--- config.mk ---
export PLATFORM = sky130hd
export DESIGN_NAME = apple_placer_flat
export DESIGN_NICKNAME = d
export VERILOG_FILES = /design/src/rtl/apple_placer_if.sv /design/src/rtl/apple_placer.sv /design/src/flat_wrapper.sv
export SDC_FILE = /design/constraint.sdc
export NUM_CORES = 1
export LEC_CHECK = 0
export ABC_AREA = 1
export BUFFER_PORTS_ARGS = -buffer_cell sky130_fd_sc_hd__buf_2
export CORE_MARGIN = 3
export CORE_UTILIZATION = 55
export CTS_BUF_LIST = sky130_fd_sc_hd__clkbuf_8
export DETAILED_ROUTE_END_ITERATION = 10
export PLACE_DENSITY = 0.82
export SLEW_MARGIN = 20
export SYNTH_ARGS = -nofsm -noshare
export SYNTH_HDL_FRONTEND = slang
export SYNTH_SLANG_ARGS = --single-unit
--- constraint.sdc ---
create_clock -name VGA_clk -period 2.1 [get_ports VGA_clk]
set_input_delay 0.105 -clock VGA_clk [delete_from_list [all_inputs] [get_ports VGA_clk]]
set_output_delay 0.105 -clock VGA_clk [all_outputs]
set_load 0.05 [all_outputs]
--- src/rtl/apple_placer_if.sv ---
// apple_placer_if: occupancy query handshake between the apple placer and the snake-body collision logic
interface apple_placer_if;
  logic       occ_req;
  logic [5:0] occ_x;
  logic [5:0] occ_y;
  logic       occ_ack;
  logic       occ_hit;
  modport master(output occ_req, occ_x, occ_y, input occ_ack, occ_hit);
  modport slave(input occ_req, occ_x, occ_y, output occ_ack, occ_hit);
endinterface

--- src/rtl/apple_placer.sv ---
// apple_placer: turns LFSR samples into a wall-free, snake-free apple cell and reports its pixel position
module apple_placer #(
  parameter int CELL      = 10,
  parameter int COLS      = 64,
  parameter int ROWS      = 48,
  parameter int MAX_TRIES = 16
) (
  input  logic                 VGA_clk,
  input  logic                 reset,
  input  logic [9:0]           randX,
  input  logic [8:0]           randY,
  input  logic                 spawn_req,
  apple_placer_if.master       occ,
  output logic [9:0]           appleX,
  output logic [8:0]           appleY,
  output logic                 apple_valid,
  output logic                 done,
  output logic                 fail
);
  localparam int TW = $clog2(MAX_TRIES) + 1;
  localparam logic [5:0] CMAX = 6'(COLS - 1);
  localparam logic [5:0] RMAX = 6'(ROWS - 1);
  typedef enum logic [2:0] {IDLE, SAMPLE, CHECK, WAIT_OCC, COMMIT} state_t;
  state_t state;
  logic [5:0] cand_col, cand_row;
  logic [TW-1:0] tries, next_try;
  logic legal, last;
  logic unused_rand;
  assign unused_rand = ^{randX[9:6], randY[8:6]};
  always_comb begin
    next_try = tries + TW'(1);
    last = next_try == TW'(MAX_TRIES);
    legal = cand_col != 6'd0 && cand_col < CMAX && cand_row != 6'd0 && cand_row < RMAX;
  end
  always_ff @(posedge VGA_clk) begin
    if (reset) begin
      state       <= IDLE;
      cand_col    <= '0;
      cand_row    <= '0;
      tries       <= '0;
      appleX      <= '0;
      appleY      <= '0;
      apple_valid <= 1'b0;
      done        <= 1'b0;
      fail        <= 1'b0;
      occ.occ_req <= 1'b0;
      occ.occ_x   <= '0;
      occ.occ_y   <= '0;
    end else begin
      done <= 1'b0;
      fail <= 1'b0;
      case (state)
        IDLE: if (spawn_req) begin
          state       <= SAMPLE;
          apple_valid <= 1'b0;
          tries       <= '0;
        end
        SAMPLE: begin
          cand_col <= randX[5:0];
          cand_row <= randY[5:0];
          state    <= CHECK;
        end
        CHECK: if (legal) begin
          occ.occ_req <= 1'b1;
          occ.occ_x   <= cand_col;
          occ.occ_y   <= cand_row;
          state       <= WAIT_OCC;
        end else begin
          tries <= next_try;
          fail  <= last;
          state <= last ? IDLE : SAMPLE;
        end
        WAIT_OCC: if (occ.occ_ack) begin
          occ.occ_req <= 1'b0;
          if (occ.occ_hit) begin
            tries <= next_try;
            fail  <= last;
            state <= last ? IDLE : SAMPLE;
          end else state <= COMMIT;
        end
        COMMIT: begin
          appleX      <= 10'(32'(cand_col) * CELL);
          appleY      <= 9'(32'(cand_row) * CELL);
          apple_valid <= 1'b1;
          done        <= 1'b1;
          state       <= IDLE;
        end
        default: state <= IDLE;
      endcase
    end
  end
endmodule

--- src/flat_wrapper.sv ---
// flat-port wrapper written by rule: the top's interface ports become plain ports
module apple_placer_flat 
#(
  parameter int CELL      = 10,
  parameter int COLS      = 64,
  parameter int ROWS      = 48,
  parameter int MAX_TRIES = 16
)
  (VGA_clk, reset, randX, randY, spawn_req, appleX, appleY, apple_valid, done, fail, occ_occ_req, occ_occ_x, occ_occ_y, occ_occ_ack, occ_occ_hit);
  apple_placer_if occ_i ();
  input  logic VGA_clk;
  input  logic reset;
  input  logic [9:0] randX;
  input  logic [8:0] randY;
  input  logic spawn_req;
  output logic [9:0] appleX;
  output logic [8:0] appleY;
  output logic apple_valid;
  output logic done;
  output logic fail;
  output wire logic [$bits(occ_i.occ_req)-1:0] occ_occ_req;
  output wire logic [$bits(occ_i.occ_x)-1:0] occ_occ_x;
  output wire logic [$bits(occ_i.occ_y)-1:0] occ_occ_y;
  input wire logic [$bits(occ_i.occ_ack)-1:0] occ_occ_ack;
  input wire logic [$bits(occ_i.occ_hit)-1:0] occ_occ_hit;
  assign occ_occ_req = occ_i.occ_req;
  assign occ_occ_x = occ_i.occ_x;
  assign occ_occ_y = occ_i.occ_y;
  assign occ_i.occ_ack = occ_occ_ack;
  assign occ_i.occ_hit = occ_occ_hit;
  apple_placer #(.CELL(CELL), .COLS(COLS), .ROWS(ROWS), .MAX_TRIES(MAX_TRIES)) u_core (.VGA_clk(VGA_clk), .reset(reset), .randX(randX), .randY(randY), .spawn_req(spawn_req), .occ(occ_i), .appleX(appleX), .appleY(appleY), .apple_valid(apple_valid), .done(done), .fail(fail));
endmodule
==> impl_summary.txt, run 1 <==
----------------------------------------------------
[Status]
  Run status ... finished, final reports clean

[Routing]
  Total via count in the routed design ... 2232
  Drt pass-1 iters ... 4
  Average vias per placed instance ... 5.21
  Number of remaining DRC errors ... 0
  Drt total wl ... 5150 um
  WL/cell ... 12.0 um
  DRT iter0 DRCs ... 79
  Final ANT Viol Nets ... 0

[Clock network]
  Clock-pin slew reported for the worst setup and hold paths after clock tree synthesis ... 0.10 ns
  Clock Tree Buf Depth ... 2
  Worst-Skew Late Latency ... 0.31 ns
  Number of clock sinks ... 53
  Resized Gates After CTS ... 0
  Post-CTS Setup Repair Bufs ... 0
  Hold-fix buffer count after cts ... 0
  CTS tree ... yes
  Clock buffers created by TritonCTS ... 5
  Clock H-tree levels ... 2
  Cell at the root of the clock tree ... sky130_fd_sc_hd__clkbuf_8

[Die]
  Die Y ... 74.2 um
  FP Rows ... 24
  Core area ... 4410 sq um
  Initial Utilization ... 0.580
  Chip width ... 74.2 um
  Die outline area ... 5510 sq um
  Top-level I/O count ... 59

[Run]
  Number of max-cap violations ... 0

[Place]
  Number of instances in the placed design ... 420
  Detailed-placement wirelength estimate ... 3940 um
  Post-place setup slack ... 0.0925 ns
  Area post-placement ... 2840 sq um
  Buffers added on ports ... 49
  Routability Congestion ... 0.763

[Layout]
  Fraction of final layout cells sized beyond drive strength 1 ... 0.221
  Layout overhead on the synthesized area ... 14.9%
  Layout Utilization ... 0.666
  Net total in the final layout ... 419
  N_diodes ... 0
  Top library cells by usage in the layout, fill and taps aside ... sky130_fd_sc_hd__dfxtp_1 (52), sky130_fd_sc_hd__nor2_1 (51), sky130_fd_sc_hd__buf_2 (49), sky130_fd_sc_hd__a21oi_1 (39), sky130_fd_sc_hd__o21ai_0 (35)
  Number of standard cells in the final layout excluding fillers ... 428
  Design area ... 2940 sq um
  Leading cell type in the layout, fill and taps excluded ... sky130_fd_sc_hd__dfxtp_1
  FILL cells ... 384

[Critical path]
  Category of the critical setup timing path ... register to register
  Critical path data arrival time ... 2.20 ns
  CP delay by family, top ... adder cells
  CP endpoint kind ... register
  Critical path required time ... 2.34 ns
  Slowest stage cell, crit path ... sky130_fd_sc_hd__fa_1
  Startpoint type of the worst setup path ... register
  Maximum single-stage delay on the critical path ... 0.41 ns
  Cell-by-cell listing of the critical path ... ha_1 > ha_1 > fa_1 > a21oi_1 > o21ai_0 > xor2_1 > nand2_1 > a21oi_1
  CP max FO ... 6
  Buffering stage count on the worst path with inverters included ... 0

[Timing]
  Setup skew after layout ... 0.0142 ns
  Post-route setup slack ... 0.145 ns
  Slew Viols, Final ... 0
  Final sum of negative setup slack ... 0 ns
  Least-Margin Pin Slew ... 0.550 ns
  FMAX ... 511 MHz
  Share of the cycle needed by the critical path after routing ... 0.931
  Worst-case headroom to the max-slew limit ... 0.633
  Tmin final ... 1.96 ns
  Final setup violation count ... 0
  Worst hold slack across all endpoints ... 0.0249 ns
  Unrepaired setup endpoints after global routing ... no
  Final hold violations ... 0

[Logic synthesis]
  Yosys warning count ... 0
  Seq/Total Area, Yosys ... 0.415
  Number of cells produced by synthesis ... 325
  Mean post-synth cell area ... 7.87 sq um
  Number of distinct library cells after synthesis ... 31
  Number of synthesized register bits ... 53
  Summed instance area of the synthesized netlist ... 2560 sq um

[Power]
  Gate power share ... 0.370
  Net switching power of the design ... 1.22 mW
  Power share of the sequential group ... 0.435
  Power consumption ... 2.98 mW
  Internal Dissipation ... 1.77 mW
  Switching Share ... 0.408
  Leakage power total ... 1.49 nW
  Clk pwr share ... 0.195
  Ratio of total power to cell area ... 1010 nW/um^2
  Maximum vdd drop ... 0.404 mV

[Hold path]
  HP Class ... input pin to register

[Global route]
  Met2 usage in global routing ... 0.324
  Global-route wire length before repair ... 8740 um
  Global-route congestion overflow total ... 0
  Number of antenna violations at the first check in global routing ... 0
  Global routing usage on met3 ... 0.0459
  Met1 Use GR ... 0.268
  Highest-utilization routing layer at the global route stage ... met2
  Maximum number of pins on one net before global-route repair ... 40
  Overall global routing resource usage ... 0.201
  Number of global-route vias before repair ... 2020

----------------------------------------------------
-- synthesized netlist by cell type (all sizes together) --
library cell,n,area share
nand4,3,0.0073
xnor2,1,0.0034
o21ai,45,0.094
clkbuf,7,0.010
dfxtp,53,0.41
ha,18,0.088
conb,1,0.0015
a21oi,39,0.076
inv,36,0.054
a211oi,1,0.0029
buf,6,0.019
o221ai,1,0.0034
nand2,35,0.060
fa,2,0.016
nor2,57,0.095
nor3,5,0.014
a21o,1,0.0029
xor2,4,0.014
nand3,10,0.024
-- metal layers --
metal	vias up	wire length, um
met1	1002	2390
met5	-	0
li1	1161	-
met4	0	78
met2	60	2370
met3	9	312
-- state kept, by name (all words and copies together) (netlist names) --
register and flops:
u_core.cand_col 6, u_core.state 3, u_core.occ.occ_req 1, u_core.occ.occ_y 6
u_core.tries 5, u_core.cand_row 6, u_core.appleY 8, u_core.apple_valid 1
u_core.done 1, u_core.occ.occ_x 6, u_core.fail 1, u_core.appleX 9
-- final timing paths --
kind                            cells past startpoint            endpoint  slack, ns          startpoint
worst max-delay path                                8    u_core.appleX[8]       0.14  u_core.cand_col[3]
worst min-delay path                                3  u_core.cand_col[4]       0.02            randX[4]
worst max register to register                      8    u_core.appleX[8]       0.14  u_core.cand_col[3]
worst min register to register                      2    u_core.appleX[9]       0.48    u_core.appleX[9]
-- worst min-delay path: cells and delay by family --
family	cells	cell delay [ns]
buf+inv	1	0.09
simple gates	2	0.12
-- power by group through the flow --
stage	registers (mW)	logic, mW	clock network [mW]
global placement	1.31	1.07	0
CTS	1.29	1.11	0.589
floorplan	1.44	0.720	0
global route	1.32	1.25	0.635
finish	1.30	1.10	0.581
detailed placement	1.32	1.11	0
-- final cells by class --
| type | count | area [sq um] | area share |
|---|---|---|---|
| Tap cell | 52 | 65.1 | 0.0221 |
| Timing Repair Buffer | 55 | 290 | 0.0988 |
| Clock inverter | 3 | 25.0 | 0.00851 |
| Clock buffer | 5 | 68.8 | 0.0234 |
| Inverter | 36 | 138 | 0.0468 |
| Sequential cell | 53 | 1060 | 0.361 |
| Multi-Input combinational cell | 224 | 1290 | 0.439 |
-- kinds of logic (layout without fill, tap and decap cells) --
group,count (synthesis),count (layout),synth area share
AO/OA/AOI/OAI,87,87,0.179
buffers and inverters,49,99,0.0826
AND/OR/NAND/NOR,110,110,0.201
flip-flops,53,53,0.415
XOR/XNOR,5,5,0.0171
other,1,2,0.00147
adder cells (fa/ha/maj),20,20,0.104
(Power assumes the default switching activity.)
==> run 2, diff against run 1 <==
CORE_MARGIN = 1.5   (was 3)
==> impl_summary.txt, run 2 (synthesis results as in run 1) <==
----------------------------------------------------
[Clock network]
  Hold-fix buffer count after cts ... 0
  CTS tree ... yes
  Clock buffers created by TritonCTS ... 5
  Number of clock sinks ... 53
  Worst-Skew Late Latency ... 0.31 ns
  Clock H-tree levels ... 2
  Cell at the root of the clock tree ... sky130_fd_sc_hd__clkbuf_8
  Clock-pin slew reported for the worst setup and hold paths after clock tree synthesis ... 0.10 ns
  Clock Tree Buf Depth ... 2

[Critical path]
  Startpoint type of the worst setup path ... register
  CP delay by family, top ... adder cells
  Slowest stage cell, crit path ... sky130_fd_sc_hd__fa_1
  Category of the critical setup timing path ... register to register
  Critical path required time ... 2.34 ns
  Cell-by-cell listing of the critical path ... ha_1 > ha_1 > fa_1 > a21oi_1 > o21ai_0 > xor2_1 > nand2_1 > a21oi_1
  Buffering stage count on the worst path with inverters included ... 0
  CP endpoint kind ... register
  CP max FO ... 6
  Maximum single-stage delay on the critical path ... 0.41 ns
  Critical path data arrival time ... 2.21 ns

[Global route]
  Global-route congestion overflow total ... 0
  Number of antenna violations at the first check in global routing ... 0
  Global-route wire length before repair ... 9110 um
  Maximum number of pins on one net before global-route repair ... 40
  Overall global routing resource usage ... 0.225
  Number of global-route vias before repair ... 2059

[Timing]
  Final hold violations ... 0
  Final sum of negative setup slack ... 0 ns
  Share of the cycle needed by the critical path after routing ... 0.937
  Tmin final ... 1.97 ns
  Setup skew after layout ... 0.0116 ns
  Post-route setup slack ... 0.132 ns
  Final setup violation count ... 0
  Slew Viols, Final ... 0
  Worst-case headroom to the max-slew limit ... 0.633
  Unrepaired setup endpoints after global routing ... no
  Least-Margin Pin Slew ... 0.550 ns
  Worst hold slack across all endpoints ... 0.0251 ns
  FMAX ... 508 MHz

[Layout]
  Biggest register ... u_core.appleX
  Net total in the final layout ... 419
  Top library cells by usage in the layout, fill and taps aside ... sky130_fd_sc_hd__dfxtp_1 (52), sky130_fd_sc_hd__nor2_1 (51), sky130_fd_sc_hd__buf_2 (49), sky130_fd_sc_hd__a21oi_1 (39), sky130_fd_sc_hd__o21ai_0 (35)
  Leading cell type in the layout, fill and taps excluded ... sky130_fd_sc_hd__dfxtp_1
  Largest regs ... u_core.appleX (9), u_core.appleY (8)
  Number of standard cells in the final layout excluding fillers ... 428
  Flip-flop count of the largest register, all copies and words added ... 9
  N_diodes ... 0
  Fraction of final layout cells sized beyond drive strength 1 ... 0.221
  Layout overhead on the synthesized area ... 14.9%

[Routing]
  Total via count in the routed design ... 2237
  Drt pass-1 iters ... 5
  Drt total wl ... 5330 um
  Final ANT Viol Nets ... 0
  DRT iter0 DRCs ... 144
  Average vias per placed instance ... 5.23
  WL/cell ... 12.5 um
  Number of remaining DRC errors ... 0

[Die]
  Die outline area ... 5070 sq um
  Initial Utilization ... 0.580
  Core area ... 4410 sq um
  Top-level I/O count ... 59
  Chip width ... 71.2 um
  FP Rows ... 24
  Die Y ... 71.2 um

[Hold path]
  HP Class ... input pin to register

[Place]
  Routability Congestion ... 0.829
  Buffers added on ports ... 49
  Post-place setup slack ... 0.108 ns
  Number of instances in the placed design ... 420
  Detailed-placement wirelength estimate ... 3940 um

[Power]
  Leakage power total ... 1.49 nW
  Maximum vdd drop ... 0.492 mV
  Ratio of total power to cell area ... 1020 nW/um^2

[Status]
  Run status ... finished, final reports clean

[Run]
  Number of max-cap violations ... 0

----------------------------------------------------
-- run 2: cell counts in the layout (fill, tap and decap cells not counted) --
Identical to the previous run, type by type.
-- run 2: area by class of cell --
class	count	area, sq um
Fill cell	390	1480
Multi-Input combinational cell	224	1290
Sequential cell	53	1060
Timing Repair Buffer	55	290
Inverter	36	138
Clock buffer	5	68.8
Tap cell	52	65.1
Clock inverter	3	25.0
-- run 2: through the flow --
stage	total power, mW	area (sq um)	util
finish	3.00	2940	0.666
global route	3.21	2940	0.666
CTS	3.01	2940	0.666
detailed placement	2.42	2840	0.644
global placement	2.38	2840	0.644
floorplan	2.16	2560	-
-- run 2: worst paths after layout --
path,from,end,slack [ns],cells past startpoint
worst max-delay path,u_core.cand_col[3],u_core.appleX[8],0.13,8
worst min-delay path,randX[4],u_core.cand_col[4],0.03,3
worst max register to register,u_core.cand_col[3],u_core.appleX[8],0.13,8
worst min register to register,u_core.appleX[9],u_core.appleX[9],0.47,2
-- run 2: what timing repair did --
item,in CTS,in global routing
setup endpoints to repair,0,1
buffers inserted,0,0
gates resized for setup,0,1
-- run 2: worst min-delay path, stage by stage --
cell and delay (ns):
sky130_fd_sc_hd__buf_2 0.09, sky130_fd_sc_hd__nor2_1 0.04, sky130_fd_sc_hd__nor2_1 0.08
-- run 2: per-layer routing --
metal	up-vias	wire length (um)	GRT usage	share of wire
met2	59	2350	0.345	0.44
met4	0	112	0.0922	0.021
met3	13	267	0.0470	0.050
met5	-	0	0	0
met1	1006	2600	0.310	0.49
li1	1159	-	-	-
-- run 2: power by group --
part / switching (mW) / internal (mW) / total [mW]
logic: 0.742 / 0.372 / 1.11
registers: 0.149 / 1.15 / 1.30
clock network: 0.346 / 0.241 / 0.587
